`config.mk`:
```
export PLATFORM = sky130hd
export DESIGN_NAME = exe_muldiv_unit_flat
export DESIGN_NICKNAME = d
export VERILOG_FILES = /design/src/rtl/exe_muldiv_unit_pkg.sv /design/src/rtl/exe_muldiv_unit_if.sv /design/src/rtl/radix2_divider.sv /design/src/rtl/exe_muldiv_unit.sv /design/src/flat_wrapper.sv
export SDC_FILE = /design/constraint.sdc
export NUM_CORES = 2
export LEC_CHECK = 0
export ABC_AREA = 1
export CORE_UTILIZATION = 55
export DETAILED_ROUTE_END_ITERATION = 8
export GPL_TIMING_DRIVEN = 0
export HOLD_SLACK_MARGIN = 0.03
export PLACE_DENSITY = 0.74
export SLEW_MARGIN = 15
export SYNTH_ARGS = -nofsm -noshare
export SYNTH_HDL_FRONTEND = slang
export SYNTH_SLANG_ARGS = --single-unit
```
`constraint.sdc`:
```
create_clock -name clk -period 10.9 [get_ports clk]
set_clock_uncertainty 0.15 [all_clocks]
set_input_delay 2.18 -clock clk [delete_from_list [all_inputs] [get_ports clk]]
set_output_delay 2.18 -clock clk [all_outputs]
set_load 0.01 [all_outputs]
```
`src/rtl/exe_muldiv_unit_pkg.sv`:
```
// exe_muldiv_unit_pkg: md op and state encodings shared by the multiply/divide unit
package exe_muldiv_unit_pkg;
  localparam int MD_OP_W = 3;
  typedef enum logic [MD_OP_W-1:0] {
    OP_NOP, OP_MULT, OP_MULTU, OP_DIV, OP_DIVU, OP_MTHI, OP_MTLO, OP_RSV
  } md_op_e;
  typedef enum logic [1:0] {S_IDLE, S_MUL, S_DIV, S_DONE} md_state_e;
endpackage

```
`src/rtl/exe_muldiv_unit_if.sv`:
```
// exe_muldiv_unit_if: EX-stage request / stall / HI-LO bundle of the md unit
interface exe_muldiv_unit_if
  import exe_muldiv_unit_pkg::*;
#(parameter int WIDTH = 32);
  logic start, flush, busy, done;
  logic [MD_OP_W-1:0] op;
  logic [WIDTH-1:0] src_a, src_b, hi_out, lo_out;
  modport master (output start, op, src_a, src_b, flush, input busy, done, hi_out, lo_out);
  modport slave (input start, op, src_a, src_b, flush, output busy, done, hi_out, lo_out);
endinterface

```
`src/rtl/radix2_divider.sv`:
```
// radix2_divider: unsigned restoring divider, one quotient bit per step
// quotient/remainder show the result of the pending step, so the final step is usable before its edge
module radix2_divider #(parameter int WIDTH = 32) (
  input  logic             clk,
  input  logic             rst,
  input  logic             load,
  input  logic             step,
  input  logic [WIDTH-1:0] dividend,
  input  logic [WIDTH-1:0] divisor,
  output logic [WIDTH-1:0] quotient,
  output logic [WIDTH-1:0] remainder
);
  logic [WIDTH-1:0] rem_q, quo_q, div_q;
  logic [WIDTH:0] trial;
  assign trial = {rem_q, quo_q[WIDTH-1]} - {1'b0, div_q};
  assign quotient = {quo_q[WIDTH-2:0], ~trial[WIDTH]};
  assign remainder = trial[WIDTH] ? {rem_q[WIDTH-2:0], quo_q[WIDTH-1]} : trial[WIDTH-1:0];
  always_ff @(posedge clk or posedge rst)
    if (rst) begin
      rem_q <= '0;
      quo_q <= '0;
      div_q <= '0;
    end else if (load) begin
      rem_q <= '0;
      quo_q <= dividend;
      div_q <= divisor;
    end else if (step) begin
      rem_q <= remainder;
      quo_q <= quotient;
    end
endmodule

```
`src/rtl/exe_muldiv_unit.sv`:
```
// exe_muldiv_unit: multi-cycle MULT/MULTU/DIV/DIVU with architectural HI/LO and EX stall
module exe_muldiv_unit
  import exe_muldiv_unit_pkg::*;
#(
  parameter int WIDTH   = 32,
  parameter int MUL_LAT = 4
) (
  input logic clk,
  input logic rst,
  exe_muldiv_unit_if.slave md
);
  localparam int CNT_W = $clog2(WIDTH + 1);
  md_state_e state, state_n;
  logic [WIDTH-1:0] a_q, b_q, hi_q, lo_q, quo, rem, q_fix, r_fix, dvd, dvs;
  logic [CNT_W-1:0] cnt;
  logic sgn_q, go, is_mul, is_div, is_signed, neg_a, neg_b;
  logic [2*WIDTH-1:0] ext_a, ext_b, prod;
  assign is_mul = md.op == OP_MULT || md.op == OP_MULTU;
  assign is_div = md.op == OP_DIV || md.op == OP_DIVU;
  assign is_signed = md.op == OP_MULT || md.op == OP_DIV;
  assign go = state == S_IDLE && md.start && !md.flush;
  assign md.busy = (go && (is_mul || is_div)) || state == S_MUL || state == S_DIV;
  assign md.done = state == S_DONE;
  assign md.hi_out = hi_q;
  assign md.lo_out = lo_q;
  assign dvd = is_signed && md.src_a[WIDTH-1] ? -md.src_a : md.src_a;
  assign dvs = is_signed && md.src_b[WIDTH-1] ? -md.src_b : md.src_b;
  radix2_divider #(.WIDTH(WIDTH)) u_div (
    .clk(clk), .rst(rst), .load(go && is_div), .step(state == S_DIV),
    .dividend(dvd), .divisor(dvs), .quotient(quo), .remainder(rem)
  );
  assign neg_a = sgn_q & a_q[WIDTH-1];
  assign neg_b = sgn_q & b_q[WIDTH-1];
  // divide by zero bypasses sign fix-up: all-ones quotient, raw dividend as remainder
  assign q_fix = b_q == '0 ? '1 : (neg_a ^ neg_b) ? -quo : quo;
  assign r_fix = b_q == '0 ? a_q : neg_a ? -rem : rem;
  // low 2*WIDTH bits of the extended product are correct for both signednesses
  assign ext_a = {{WIDTH{neg_a}}, a_q};
  assign ext_b = {{WIDTH{neg_b}}, b_q};
  assign prod = ext_a * ext_b;
  always_comb begin
    state_n = state;
    if (md.flush) state_n = S_IDLE;
    else if (go && is_mul) state_n = S_MUL;
    else if (go && is_div) state_n = S_DIV;
    else if ((state == S_MUL || state == S_DIV) && cnt == '0) state_n = S_DONE;
    else if (state == S_DONE) state_n = S_IDLE;
  end
  always_ff @(posedge clk or posedge rst)
    if (rst) state <= S_IDLE;
    else state <= state_n;
  always_ff @(posedge clk or posedge rst)
    if (rst) begin
      a_q <= '0;
      b_q <= '0;
      sgn_q <= 1'b0;
      cnt <= '0;
      hi_q <= '0;
      lo_q <= '0;
    end else if (go) begin
      if (is_mul || is_div) begin
        a_q <= md.src_a;
        b_q <= md.src_b;
        sgn_q <= is_signed;
        cnt <= is_mul ? CNT_W'(MUL_LAT - 1) : CNT_W'(WIDTH - 1);
      end
      if (md.op == OP_MTHI) hi_q <= md.src_a;
      if (md.op == OP_MTLO) lo_q <= md.src_a;
    end else if (!md.flush && (state == S_MUL || state == S_DIV)) begin
      cnt <= cnt - CNT_W'(1);
      if (cnt == '0) {hi_q, lo_q} <= state == S_MUL ? prod : {r_fix, q_fix};
    end
endmodule

```
`src/flat_wrapper.sv`:
```
// flat-port wrapper written by rule: the top's interface ports become plain ports
module exe_muldiv_unit_flat import exe_muldiv_unit_pkg::*;
#(
  parameter int WIDTH   = 32,
  parameter int MUL_LAT = 4
)
  (clk, rst, md_start, md_op, md_src_a, md_src_b, md_flush, md_busy, md_done, md_hi_out, md_lo_out);
  exe_muldiv_unit_if #(.WIDTH(WIDTH)) md_i ();
  input logic clk;
  input logic rst;
  input wire logic [$bits(md_i.start)-1:0] md_start;
  input wire logic [$bits(md_i.op)-1:0] md_op;
  input wire logic [$bits(md_i.src_a)-1:0] md_src_a;
  input wire logic [$bits(md_i.src_b)-1:0] md_src_b;
  input wire logic [$bits(md_i.flush)-1:0] md_flush;
  output wire logic [$bits(md_i.busy)-1:0] md_busy;
  output wire logic [$bits(md_i.done)-1:0] md_done;
  output wire logic [$bits(md_i.hi_out)-1:0] md_hi_out;
  output wire logic [$bits(md_i.lo_out)-1:0] md_lo_out;
  assign md_i.start = md_start;
  assign md_i.op = md_op;
  assign md_i.src_a = md_src_a;
  assign md_i.src_b = md_src_b;
  assign md_i.flush = md_flush;
  assign md_busy = md_i.busy;
  assign md_done = md_i.done;
  assign md_hi_out = md_i.hi_out;
  assign md_lo_out = md_i.lo_out;
  exe_muldiv_unit #(.WIDTH(WIDTH), .MUL_LAT(MUL_LAT)) u_core (.clk(clk), .rst(rst), .md(md_i));
endmodule
```
==> flow_summary_export.csv <==
group,metric,value,unit
sta,rsz0062_at_grt,"no",
placement,place_area,58500,sq um
clock_tree,clock_path_buffers,3,
global_route,grt_pass1_wl,327,mm
yosys,synth-seq-area-share,10.5,%
critical_path,end_kind,"flip-flop",
yosys,syn_area,55500,sq um
critical_path,cpPeakStageDelay,0.96,ns
yosys,synth_fp_nets,8696,
sta,final.setup.tns,0,ns
global_route,grt-ovfl-total,0,
detailed_routing,postRouteWirelength,224,mm
sta,clock.fmax,0.0939,GHz
yosys,synth-seq-cells,233,
floorplanning,die_y,320,um
global_route,grt_pass1_vias,50750,
global_route,grt.total_usage,44.5,%
sta,worstMarginPinSlew,1.39,ns
critical_path,cp_max_fo,10,
sta,maxSlewHeadroom,7.64,%
floorplanning,die_area,102000,sq um
run,drv_cap,0,
yosys,synth_xor_area_share,1.50,%
sta,holdWs,0.338,ns
yosys,yosys.area_share.simple,19.2,%
detailed_routing,routed_via_density,5.78,
clock_tree,cts.clk_slew.worst_paths,0.07,ns
floorplanning,row_count,116,
layout,fin_nets,8861,
critical_path,arrival,10.97,ns
clock_tree,cts_root_buf,"clkbuf_16",
sta,drv_slew,0,
clock_tree,worst_skew_pair.late_latency,0.56,ns
yosys,synth_compound_area_share,7.32,%
floorplanning,io_pins,137,
yosys,netlist_instances,7246,
global_route,antenna_found_initial,6,
detailed_routing,routedWlPerCell,25.6,um
yosys,ys_warn_count,0,
sta,fin_crit_sh,97.7,%
clock_tree,cts_max_level,1,
global_route,grt_max_degree,102,
placement,dp_cells,8682,
floorplanning,die_w,320,um
clock_tree,cts_sinks,233,
layout,drive_gt1_share,1.95,%
floorplanning,start_util,55.5,%
detailed_routing,drcViolationCount,0,
layout,design_area,59400,sq um
run_status,status,"complete, no violations",
yosys,avgSynthCellArea,7.65,sq um
layout,layout.cells.non_filler,8736,
critical_path,cpMostUsedCell,"fa_1",
placement,io_buffers,136,
placement,gp_congestion,1.06,
clock_tree,cts_tree,"done",
critical_path,worstSetupPathType,"reg2reg",
clock_tree,post_cts_buffers,0,
detailed_routing,antenna_left,0,
clock_tree,numCtsBuffers,24,
critical_path,startpoint_type,"flip-flop",
hold_path,hold_path.class,"reg2reg",
critical_path,required,11.22,ns
yosys,synthAdderAreaFrac,46.3,%
sta,hold_viol_final,0,
sta,fin_crit,10.65,ns
yosys,synth_cell_type_count,59,
sta,setup_viol,0,
yosys,synth_top_family_by_area,"adder cells",
detailed_routing,drt_iter0_drc,6383,
placement,dp_hpwl,188,mm
yosys,muxShareOfSynthArea,0,%
layout,areaGrowthSynthToFinish,7.06,%
detailed_routing,first_pass_iters,6,
detailed_routing,vias,50479,
floorplanning,core,100000,sq um
critical_path,slowest_stage,"clkbuf_1",
-- logic make-up (layout without fill, tap and decap cells) --
kind of cell | Yosys count | after routing
AO/OA/AOI/OAI | 694 | 694
XOR/XNOR | 95 | 95
adder cells (fa/ha/maj) | 1379 | 1379
buffers and inverters | 2211 | 2393
flip-flops | 233 | 233
other | 0 | 10
AND/OR/NAND/NOR | 2634 | 2634
-- cell usage after synthesis, drive strengths merged --
| cell type | n | area share [%] |
|---|---|---|
| nand4 | 30 | 0.34 |
| a21boi | 12 | 0.17 |
| o211ai | 27 | 0.37 |
| or2 | 21 | 0.24 |
| a21oi | 211 | 1.9 |
| o41ai | 1 | 0.016 |
| fa | 1126 | 41 |
| and2 | 4 | 0.045 |
| nor2 | 356 | 2.5 |
| inv | 1842 | 12 |
| a211oi | 3 | 0.041 |
| nor3 | 39 | 0.41 |
| xnor2 | 36 | 0.57 |
| o2111ai | 4 | 0.063 |
| o2bb2ai | 1 | 0.016 |
| a2111oi | 1 | 0.016 |
| nor3b | 1 | 0.014 |
| a32oi | 1 | 0.016 |
| nor4 | 15 | 0.17 |
| nand3 | 224 | 2.1 |
| a22oi | 1 | 0.014 |
| o21ai | 292 | 2.7 |
| o22ai | 31 | 0.35 |
| buf | 22 | 0.26 |
| clkbuf | 342 | 2.3 |
| o311ai | 2 | 0.032 |
| o22a | 3 | 0.047 |
| a21o | 7 | 0.095 |
| a2bb2oi | 32 | 0.51 |
| xor2 | 59 | 0.93 |
| nand3b | 17 | 0.23 |
| o21bai | 8 | 0.11 |
| nand2 | 1927 | 13 |
| a31oi | 6 | 0.068 |
| ha | 253 | 5.7 |
| o21a | 7 | 0.095 |
| clkinv | 5 | 0.034 |
| o221ai | 44 | 0.69 |
| dfrtp | 233 | 11 |
-- registers in the layout, summed over array words and instances (netlist names) --
name / flops
u_core.a_q: 32
u_core.md.lo_out: 32
u_core.b_q: 32
u_core.cnt: 6
u_core.u_div.rem_q: 32
u_core.md.hi_out: 32
u_core.u_div.div_q: 32
u_core.state: 2
u_core.u_div.quo_q: 32
u_core.sgn_q: 1
-- layer usage --
layer,GRT usage [%],share of wire [%]
met5,0.709,0.047
met4,24.5,7.1
met3,13.2,13
met2,65.4,42
met1,58.9,38
-- metrics by stage --
step                      utilization [%]  setup slack, ns
after CTS                            59.3            0.471
after global placement               58.5            -1.35
after floorplan                         -             2.18
final                                59.4            0.254
after global routing                 59.4           0.0835
after detailed placement             58.5            0.522
-- critical path: cells and delay by family (launching register included) --
family	cells	cell delay, ns
flops	1	0.32
compound gates	5	1.88
buf+inv	7	2.28
fa+ha+maj	9	4.60
simple gates	9	1.30
-- cell usage in the layout, fill, tap and decap left out, types with 8 or more instances in the layout --
master and count:
o21ai_1 12, a2bb2oi_1 32, xnor2_1 36, nand3b_1 17
nand3_1 219, clkbuf_16 25, o211ai_1 27, xor2_1 59
fa_1 1125, ha_1 253, diode_2 10, dfrtp_1 233
clkdlybuf4s50_1 136, nor4_1 15, nand4_1 30, nor2_1 341
nand2_1 1901, a21oi_1 207, nor2_2 13, nor3_1 33
o21ai_0 277, clkbuf_1 341, or2_2 21, o22ai_1 31
inv_1 1839, nand2_2 20, o21bai_1 8, buf_1 9
o221ai_1 44
-- worst paths after layout --
check | from | endpoint | slack [ns] | cells past startpoint
worst max-delay path | u_core.b_q[14] | u_core.md.hi_out[23] | 0.25 | 30
worst min-delay path | u_core.u_div.div_q[25] | u_core.u_div.div_q[25] | 0.34 | 2
worst max register to register | u_core.b_q[14] | u_core.md.hi_out[23] | 0.25 | 30
worst min register to register | u_core.u_div.div_q[25] | u_core.u_div.div_q[25] | 0.34 | 2
max in group asynchronous | rst | u_core.md.lo_out[13] | 7.40 | 4
min in group asynchronous | rst | u_core.u_div.div_q[20] | 1.83 | 2
-- area by class of cell --
class / instances / area [sq um]
multi-input cells: 4802 / 41300
fillers: 9438 / 40600
inverters: 1847 / 6940
flip-flops and latches: 233 / 5830
well taps: 1298 / 1620
plain buffers: 364 / 1430
repair buffers: 139 / 1430
clock buffers: 30 / 674
clock inverters: 13 / 153
diodes: 10 / 25.0
-- repair_timing --
item                                    in CTS  in global routing
endpoints found under the setup margin       0                  1
hold buffers                                 0                  0
gates resized for setup                      0                  2
Power is not shown: default switching activity piles up to over one toggle a cycle in this logic, so the estimate is an artifact.
